[config.mk]
export PLATFORM = sky130hd
export DESIGN_NAME = a_input_conditioner_flat
export DESIGN_NICKNAME = d
export VERILOG_FILES = /design/src/rtl/a_input_conditioner_if.sv /design/src/rtl/a_input_conditioner.sv /design/src/flat_wrapper.sv
export SDC_FILE = /design/constraint.sdc
export NUM_CORES = 1
export LEC_CHECK = 0
export CAP_MARGIN = 20
export CORE_UTILIZATION = 30
export DETAILED_ROUTE_END_ITERATION = 10
export GPL_TIMING_DRIVEN = 0
export PLACE_DENSITY = 0.62
export SYNTH_ARGS = -nofsm -noshare
export SYNTH_HDL_FRONTEND = slang
export SYNTH_SLANG_ARGS = --single-unit
[constraint.sdc]
create_clock -name clk -period 1.9 [get_ports clk]
set_input_delay 0.19 -clock clk [delete_from_list [all_inputs] [get_ports clk]]
set_output_delay 0.19 -clock clk [all_outputs]
set_load 0.01 [all_outputs]
[src/rtl/a_input_conditioner_if.sv]
// Button conditioner bundle: raw level in, debounced level and press events out.
interface a_input_conditioner_if #(
    parameter int CNT_W = 8
);
    logic             btn_raw;
    logic             A;
    logic             press_pulse;
    logic             release_pulse;
    logic             long_press;
    logic [CNT_W-1:0] press_cnt;

    // master is the conditioner itself; slave is the stimulus source / consumer side
    modport master (
        input  btn_raw,
        output A, press_pulse, release_pulse, long_press, press_cnt
    );
    modport slave (
        output btn_raw,
        input  A, press_pulse, release_pulse, long_press, press_cnt
    );
endinterface

[src/rtl/a_input_conditioner.sv]
// Purpose: synchronise and debounce a raw button into A, with press/release strobes, long-press flag, press counter.
// Latency: 2 + DB_CYCLES cycles from a clean raw edge to A (strobes coincide with the A edge).
// Backpressure: none; free-running level path, every accepted edge is reported.
module a_input_conditioner #(
    parameter int DB_CYCLES   = 16,
    parameter int LONG_CYCLES = 64,
    parameter int CNT_W       = 8
) (
    input  logic                  clk,
    input  logic                  rst,
    a_input_conditioner_if.master io
);
    localparam int DB_W   = $clog2(DB_CYCLES + 1);
    localparam int HOLD_W = $clog2(LONG_CYCLES + 1);
    localparam logic [DB_W-1:0]   DB_LAST  = DB_W'(DB_CYCLES - 1);
    localparam logic [DB_W-1:0]   DB_ONE   = DB_W'(1);
    localparam logic [HOLD_W-1:0] HOLD_MAX = HOLD_W'(LONG_CYCLES);

    typedef enum logic [1:0] {IDLE_LO, CHK_HI, IDLE_HI, CHK_LO} state_t;

    state_t            state;
    logic              sync1;
    logic              s;
    logic [DB_W-1:0]   db_cnt;
    logic [HOLD_W-1:0] hold_cnt;
    logic              a_q;
    logic              press_q;
    logic              release_q;
    logic              long_q;
    logic [CNT_W-1:0]  cnt_q;

    logic              rise;
    logic              fall;
    logic              a_next;
    logic [HOLD_W-1:0] hold_next;

    // The DB_CYCLES-th consecutive stable sample is the one that flips A.
    always_comb begin
        rise      = (state == CHK_HI) &&  s && (db_cnt == DB_LAST);
        fall      = (state == CHK_LO) && !s && (db_cnt == DB_LAST);
        a_next    = rise ? 1'b1 : (fall ? 1'b0 : a_q);
        hold_next = '0;
        if (a_q) begin
            hold_next = (hold_cnt == HOLD_MAX) ? hold_cnt : hold_cnt + 1'b1;
        end
    end

    always_ff @(posedge clk) begin
        if (rst) begin
            state     <= IDLE_LO;
            sync1     <= 1'b0;
            s         <= 1'b0;
            db_cnt    <= '0;
            hold_cnt  <= '0;
            a_q       <= 1'b0;
            press_q   <= 1'b0;
            release_q <= 1'b0;
            long_q    <= 1'b0;
            cnt_q     <= '0;
        end else begin
            sync1 <= io.btn_raw;
            s     <= sync1;

            case (state)
                IDLE_LO: begin
                    if (s) begin
                        db_cnt <= DB_ONE;
                        state  <= CHK_HI;
                    end
                end
                CHK_HI: begin
                    if (!s) begin
                        db_cnt <= '0;
                        state  <= IDLE_LO;
                    end else if (rise) begin
                        db_cnt <= '0;
                        state  <= IDLE_HI;
                    end else begin
                        db_cnt <= db_cnt + 1'b1;
                    end
                end
                IDLE_HI: begin
                    if (!s) begin
                        db_cnt <= DB_ONE;
                        state  <= CHK_LO;
                    end
                end
                CHK_LO: begin
                    if (s) begin
                        db_cnt <= '0;
                        state  <= IDLE_HI;
                    end else if (fall) begin
                        db_cnt <= '0;
                        state  <= IDLE_LO;
                    end else begin
                        db_cnt <= db_cnt + 1'b1;
                    end
                end
                default: begin
                    db_cnt <= '0;
                    state  <= IDLE_LO;
                end
            endcase

            a_q       <= a_next;
            press_q   <= rise;
            release_q <= fall;
            hold_cnt  <= hold_next;
            // Gated by a_next so the flag drops on the same edge as A.
            long_q    <= a_next && (hold_next == HOLD_MAX);
            if (rise && (cnt_q != {CNT_W{1'b1}})) begin
                cnt_q <= cnt_q + 1'b1;
            end
        end
    end

    assign io.A             = a_q;
    assign io.press_pulse   = press_q;
    assign io.release_pulse = release_q;
    assign io.long_press    = long_q;
    assign io.press_cnt     = cnt_q;
endmodule
[src/flat_wrapper.sv]
// flat-port wrapper written by rule: the top's interface ports become plain ports
module a_input_conditioner_flat 
#(
    parameter int DB_CYCLES   = 16,
    parameter int LONG_CYCLES = 64,
    parameter int CNT_W       = 8
)
  (clk, rst, io_btn_raw, io_A, io_press_pulse, io_release_pulse, io_long_press, io_press_cnt);
  a_input_conditioner_if #(.CNT_W(CNT_W)) io_i ();
  input  logic clk;
  input  logic rst;
  input wire logic [$bits(io_i.btn_raw)-1:0] io_btn_raw;
  output wire logic [$bits(io_i.A)-1:0] io_A;
  output wire logic [$bits(io_i.press_pulse)-1:0] io_press_pulse;
  output wire logic [$bits(io_i.release_pulse)-1:0] io_release_pulse;
  output wire logic [$bits(io_i.long_press)-1:0] io_long_press;
  output wire logic [$bits(io_i.press_cnt)-1:0] io_press_cnt;
  assign io_i.btn_raw = io_btn_raw;
  assign io_A = io_i.A;
  assign io_press_pulse = io_i.press_pulse;
  assign io_release_pulse = io_i.release_pulse;
  assign io_long_press = io_i.long_press;
  assign io_press_cnt = io_i.press_cnt;
  a_input_conditioner #(.DB_CYCLES(DB_CYCLES), .LONG_CYCLES(LONG_CYCLES), .CNT_W(CNT_W)) u_core (.clk(clk), .rst(rst), .io(io_i));
endmodule
==> summary.txt, run 1 <==
syn nets -> 149
Final Max Slew Viols -> 0
ratio of cells with drive above 1 in the final layout -> 0.101
Internal Pwr Total -> 0.000739 W
clock slew at reported path FFs -> 0.09 ns
Post-synth EDFFs -> 0
post-route setup TNS -> 0 ns
Worst IR Drop VDD -> 394 uV
cell count after synthesis -> 141
CTS tree -> done
WP data required -> 2.08 ns
Setup CP Type -> register to register
top cell type's share of synthesized area -> 0.440
area delta synth->final -> 22.9%
PortBufs -> 13
dpl hpwl -> 1850 um
Starting DRT DRC Count -> 25
worst-path cell chain -> ha_1 -> and3_1 -> ha_4 -> nand2_1 -> o21ai_0 -> a22o_1 -> a2111oi_4
Sw Share -> 0.213
Max Clock Freq -> 553 MHz
Seq cells post-synth -> 28
period utilisation layout -> 0.951
final net count -> 168
Worst Path Arrival -> 1.99 ns
Net Sw Power -> 0.000200 W
final setup skew -> 0.00255 ns
Sink Count -> 28
Synth cell types -> 39
FF-to-FF setup slack -> 0.09 ns
Wirelength per Cell -> 12.5 um
Power Density -> 600 mW/mm^2
most frequent cell after synthesis -> dfxtp_1
Commonest cells post-synth -> dfxtp_1, nor2_1, nand2_1, nand3_1, inv_1
RSZ-0062 raised after global routing -> no
Inserted Clock Buffers -> 3
ys flop type -> dfxtp_1
Pre-antenna DRT Iters -> 4
die area -> 0.00451 sq mm
Die Span Y -> 67.2 um
crit path launch type -> register
fillers -> 406
vias in the first global route -> 1062
mapped cell area -> 0.00127 sq mm
status -> completed
main area contributors after synthesis -> dfxtp_1, ha_1, nor2_1
io pins -> 15
final hold viol count -> 0
routed wire length -> 2600 um
Max-cap violations -> 0
H-tree Lvls -> 1
asr flop ratio synth -> 0
core area -> 0.00403 sq mm
Final min period -> 1.81 ns
largest net degree at the start of global routing -> 15
static leakage -> 0.540 nW
Comb power frac -> 0.021
first-pass GRT wire length -> 4500 um
clk_lat worst skew -> 0.27 ns
Root Driver -> clkbuf_8
critical path peak fanout -> 6
Row Count -> 23
crit path max-delay cell type -> dfxtp_4
grt ovf -> 0
vias -> 1078
Worst-Margin Slew -> 0.505 ns
sequential fraction of design power -> 0.631
final setup fails -> 0
Ys Warns -> 0
ANT cells -> 0
CTS Hold Buffers Added -> 0
Initial Util -> 0.316
DRC violations left -> 0
maximum clock path buffer count -> 2
GR Util All Layers -> 0.132
max incr delay on CP -> 0.37 ns
Die Width -> 67.2 um
final hold slack -> 0.337 ns
initial antenna violation count -> 0
Yosys top cell by area -> dfxtp_1
GP Congestion -> 0.781
Hold Crit Class -> input port to register
Worst setup EP type -> register
Vias/cell -> 5.18
Slew HR -> 0.663
mean cell area of the mapped netlist -> 9.03 sq um
Antenna Violating Nets Remaining -> 0
post-synthesis sequential area ratio -> 0.440
clock share of power -> 0.347
-- what timing repair did --
action / in CTS / in global routing
setup endpoints to repair: 8 / 4
gates resized for setup: 4 / 8
buffers inserted: 1 / 0
pin swaps: 1 / 0
-- path summary, 6_finish.rpt --
check	cells after the start	endpoint	startpoint
worst max-delay path	7	u_core.io.long_press	u_core.db_cnt[0]
worst min-delay path	2	u_core.s	rst
worst max register to register	7	u_core.io.long_press	u_core.db_cnt[0]
worst min register to register	1	u_core.s	u_core.sync1
-- per-layer routing --
metal / GRT usage / routed length, um / vias up
met4: 0.0452 / 11 / 0
met5: 0 / 0 / -
met3: 0.0456 / 105 / 2
li1: - / - / 539
met1: 0.147 / 1230 / 520
met2: 0.231 / 1250 / 17
-- cell usage in the layout, fill, tap and decap left out, types with 2 or more instances in the layout --
| master | Yosys | layout |
|---|---|---|
| a21oi_1 | 7 | 7 |
| a31oi_1 | 2 | 2 |
| and3_1 | 5 | 5 |
| clkbuf_1 | 3 | 3 |
| clkbuf_8 | 0 | 3 |
| clkdlybuf4s50_1 | 0 | 13 |
| dfxtp_1 | 28 | 24 |
| dfxtp_2 | 0 | 3 |
| ha_1 | 5 | 3 |
| inv_1 | 8 | 8 |
| nand2_1 | 9 | 9 |
| nand3_1 | 9 | 9 |
| nor2_1 | 14 | 14 |
| nor2b_1 | 3 | 3 |
| nor3_1 | 4 | 4 |
| nor4_1 | 3 | 2 |
| o21ai_0 | 4 | 4 |
| or3_1 | 4 | 4 |
| xnor2_1 | 6 | 6 |
| xor2_1 | 4 | 4 |
-- registers in the layout, summed over array words and instances (netlist names), named ones only --
| signal | count |
|---|---|
| u_core.io.A | 1 |
| u_core.db_cnt | 5 |
| u_core.io.press_cnt | 8 |
| u_core.sync1 | 1 |
| u_core.hold_cnt | 7 |
| u_core.io.release_pulse | 1 |
| u_core.state | 1 |
| u_core.s | 1 |
| u_core.io.press_pulse | 1 |
| u_core.io.long_press | 1 |
-- metrics by stage --
stage | worst slack, ns | instances | cell area (sq um) | power (W) | utilization
after floorplan | 0.124 | 141 | 1270 | 0.000619 | -
after global placement | -0.121 | 204 | 1470 | 0.000626 | 0.364
after detailed placement | -0.177 | 204 | 1470 | 0.000627 | 0.364
after CTS | 0.0370 | 208 | 1530 | 0.000948 | 0.380
after global routing | 0.00226 | 208 | 1570 | 0.000974 | 0.389
final | 0.0925 | 208 | 1570 | 0.000938 | 0.389
-- kinds of logic after synthesis --
group                    count (synthesis)  synth area share
flip-flops                              28             0.440
adder cells (fa/ha/maj)                  5            0.0491
XOR/XNOR                                10            0.0688
multiplexers                             1           0.00786
AO/OA/AOI/OAI                           25             0.150
buffers and inverters                   13            0.0393
AND/OR/NAND/NOR                         59             0.245
-- worst max-delay path: cells and delay by family, from the launching register on --
family,cells,cell delay (ns)
compound gates,3,0.64
fa+ha+maj,2,0.38
flops,1,0.37
simple gates,2,0.32
-- power by group through the flow --
stage | combinational (W) | sequential (W) | clock [W]
final | 0.0000200 | 0.000592 | 0.000326
after detailed placement | 0.0000201 | 0.000607 | 0
after floorplan | 0.0000133 | 0.000606 | 0
after global routing | 0.0000221 | 0.000593 | 0.000358
after global placement | 0.0000197 | 0.000606 | 0
after CTS | 0.0000201 | 0.000593 | 0.000335
-- area by class of cell --
class                           count  area (sq um)  share of cell area
Clock buffer                        3          41.3              0.0264
Multi-Input combinational cell    100           706               0.451
Inverter                            8          30.0              0.0192
Tap cell                           50          62.6              0.0400
Sequential cell                    28           568               0.363
Buffer                              5          20.0              0.0128
Timing Repair Buffer               14           138              0.0879
(Power assumes the default switching activity.)
==> run 2: changes to the inputs <==
--- a/config.mk
+++ b/config.mk
@@ -6,10 +6,10 @@
 export NUM_CORES = 1
 export LEC_CHECK = 0
 export CAP_MARGIN = 20
-export CORE_UTILIZATION = 30
+export CORE_UTILIZATION = 48
 export DETAILED_ROUTE_END_ITERATION = 10
 export GPL_TIMING_DRIVEN = 0
-export PLACE_DENSITY = 0.62
+export PLACE_DENSITY = 0.85
 export SYNTH_ARGS = -nofsm -noshare
 export SYNTH_HDL_FRONTEND = slang
 export SYNTH_SLANG_ARGS = --single-unit
==> summary.txt, run 2 (synthesis gave the netlist of run 1 again) <==
initial antenna violation count -> 0 (unchanged)
highest-count cells in the layout ignoring fill and taps -> dfxtp_1, nor2_1, clkdlybuf4s50_1 (unchanged)
area delta synth->final -> 20.9% (was 22.9%)
Worst Path Arrival -> 2.04 ns (was 1.99 ns)
crit path launch type -> register (unchanged)
routed wire length -> 2660 um (was 2600 um)
DRC violations left -> 0 (unchanged)
Initial Util -> 0.510 (was 0.316)
Hold Crit Class -> input port to register (unchanged)
final hold viol count -> 0 (unchanged)
Starting DRT DRC Count -> 19 (was 25)
WP data required -> 2.12 ns (was 2.08 ns)
post-placement cell count -> 184 (was 204)
Slew HR -> 0.680 (was 0.663)
vias -> 1122 (was 1078)
Root Driver -> clkbuf_4 (was clkbuf_8)
ratio of cells with drive above 1 in the final layout -> 0.113 (was 0.101)
Die Width -> 53.5 um (was 67.2 um)
sequential fraction of design power -> 0.658 (was 0.631)
die area -> 0.00286 sq mm (was 0.00451 sq mm)
final setup fails -> 0 (unchanged)
FF-to-FF setup slack -> 0.07 ns (was 0.09 ns)
core area -> 0.00250 sq mm (was 0.00403 sq mm)
PortBufs -> 13 (unchanged)
Place WS -> -0.141 ns (was -0.177 ns)
Net Sw Power -> 0.000188 W (was 0.000200 W)
H-tree Lvls -> 1 (unchanged)
final setup skew -> 0.00536 ns (was 0.00255 ns)
Row Count -> 18 (was 23)
grt ovf -> 0 (unchanged)
Max Clock Freq -> 548 MHz (was 553 MHz)
fillers -> 216 (was 406)
max FFs per register -> 8 (unchanged)
io pins -> 15 (unchanged)
Internal Pwr Total -> 0.000715 W (was 0.000739 W)
Vias/cell -> 5.91 (was 5.18)
commonest non-fill, non-tap cell in the layout -> dfxtp_1 (unchanged)
final net count -> 169 (was 168)
Power Density -> 587 mW/mm^2 (was 600 mW/mm^2)
dpl hpwl -> 1820 um (was 1850 um)
CTS tree -> done (unchanged)
Comb power frac -> 0.023 (was 0.021)
Die Span Y -> 53.5 um (was 67.2 um)
static leakage -> 0.543 nW (was 0.540 nW)
largest net degree at the start of global routing -> 16 (was 15)
Final Max Slew Viols -> 0 (unchanged)
Wirelength per Cell -> 14.0 um (was 12.5 um)
Inserted Clock Buffers -> 3 (unchanged)
Setup CP Type -> register to register (unchanged)
status -> completed (unchanged)
clk_lat worst skew -> 0.33 ns (was 0.27 ns)
clock slew at reported path FFs -> 0.15 ns (was 0.09 ns)
GR Util All Layers -> 0.203 (was 0.132)
CTS Hold Buffers Added -> 0 (unchanged)
Sink Count -> 28 (unchanged)
GP Congestion -> 0.786 (was 0.781)
Worst-Margin Slew -> 0.479 ns (was 0.505 ns)
Worst IR Drop VDD -> 779 uV (was 394 uV)
Sw Share -> 0.208 (was 0.213)
post-route setup TNS -> 0 ns (unchanged)
RSZ-0062 raised after global routing -> yes (was no)
period utilisation layout -> 0.961 (was 0.951)
Finished Layout Cells -> 190 (was 208)
clock share of power -> 0.320 (was 0.347)
Pre-antenna DRT Iters -> 4 (unchanged)
critical path peak fanout -> 8 (was 6)
Max-cap violations -> 0 (unchanged)
first-pass GRT wire length -> 4220 um (was 4500 um)
Hold Path Depth -> 2 (unchanged)
Antenna Violating Nets Remaining -> 0 (unchanged)
Final min period -> 1.83 ns (was 1.81 ns)
vias in the first global route -> 1038 (was 1062)
ANT cells -> 0 (unchanged)
reg2reg path depth -> 8 (was 7)
Worst setup EP type -> register (unchanged)
Worst Slack Setup Final -> 0.0736 ns (was 0.0925 ns)
maximum clock path buffer count -> 2 (unchanged)
[run 2: final timing paths]
kind                    start                     end
max reg2reg  u_core.db_cnt[0]  u_core.io.press_cnt[6]
min reg2reg      u_core.sync1                u_core.s
min                       rst                u_core.s
max          u_core.db_cnt[0]  u_core.io.press_cnt[6]
[run 2: final cells by class]
class | instances | area [sq um] | area share
plain buffers | 5 | 20.0 | 0.0130
clock buffers | 4 | 36.3 | 0.0236
inverters | 8 | 30.0 | 0.0195
multi-input cells | 100 | 706 | 0.458
flip-flops and latches | 28 | 566 | 0.367
well taps | 30 | 37.5 | 0.0244
repair buffers | 15 | 145 | 0.0942
[run 2: per-stage QoR]
| stage | utilization | power (W) | area [sq um] | hold slack, ns |
|---|---|---|---|---|
| finish | 0.616 | 0.000903 | 1540 | 0.270 |
| global route | 0.616 | 0.000934 | 1540 | 0.301 |
| CTS | 0.600 | 0.000909 | 1500 | 0.265 |
| detailed placement | 0.577 | 0.000627 | 1440 | 0.434 |
| global placement | 0.577 | 0.000625 | 1440 | 0.428 |
| floorplan | - | 0.000619 | 1270 | 0.318 |
[run 2: layer usage]
metal  vias to the layer above  wire length (um)  track usage
met1                       552              1200        0.223
met3                         6                91       0.0661
met5                         -                 0            0
li1                        541                 -            -
met2                        23              1340        0.381
met4                         0                29       0.0307
[run 2: power groups by stage]
stage          Sequential, W  Combinational [W]  Clock (W)
6_report            0.000594          0.0000205   0.000289
5_1_grt             0.000595          0.0000223   0.000317
4_1_cts             0.000594          0.0000204   0.000294
3_5_place_dp        0.000607          0.0000202          0
3_3_place_gp        0.000606          0.0000190          0
2_1_floorplan       0.000606          0.0000133          0
[run 2: worst max-delay path, cell delays in order (launching register included)]
cell,delay (ns)
dfxtp_2,0.39
ha_1,0.17
and3_1,0.21
ha_4,0.17
nand4b_1,0.11
buf_4,0.20
nor4_4,0.28
xnor2_1,0.14
nor2_1,0.05
[run 2: repair_timing]
action	4_1_cts	5_1_grt
setup endpoints to repair	8	6
hold endpoints to repair	0	0
gates resized for setup	3	8
setup buffers	1	1
pin swaps	1	1
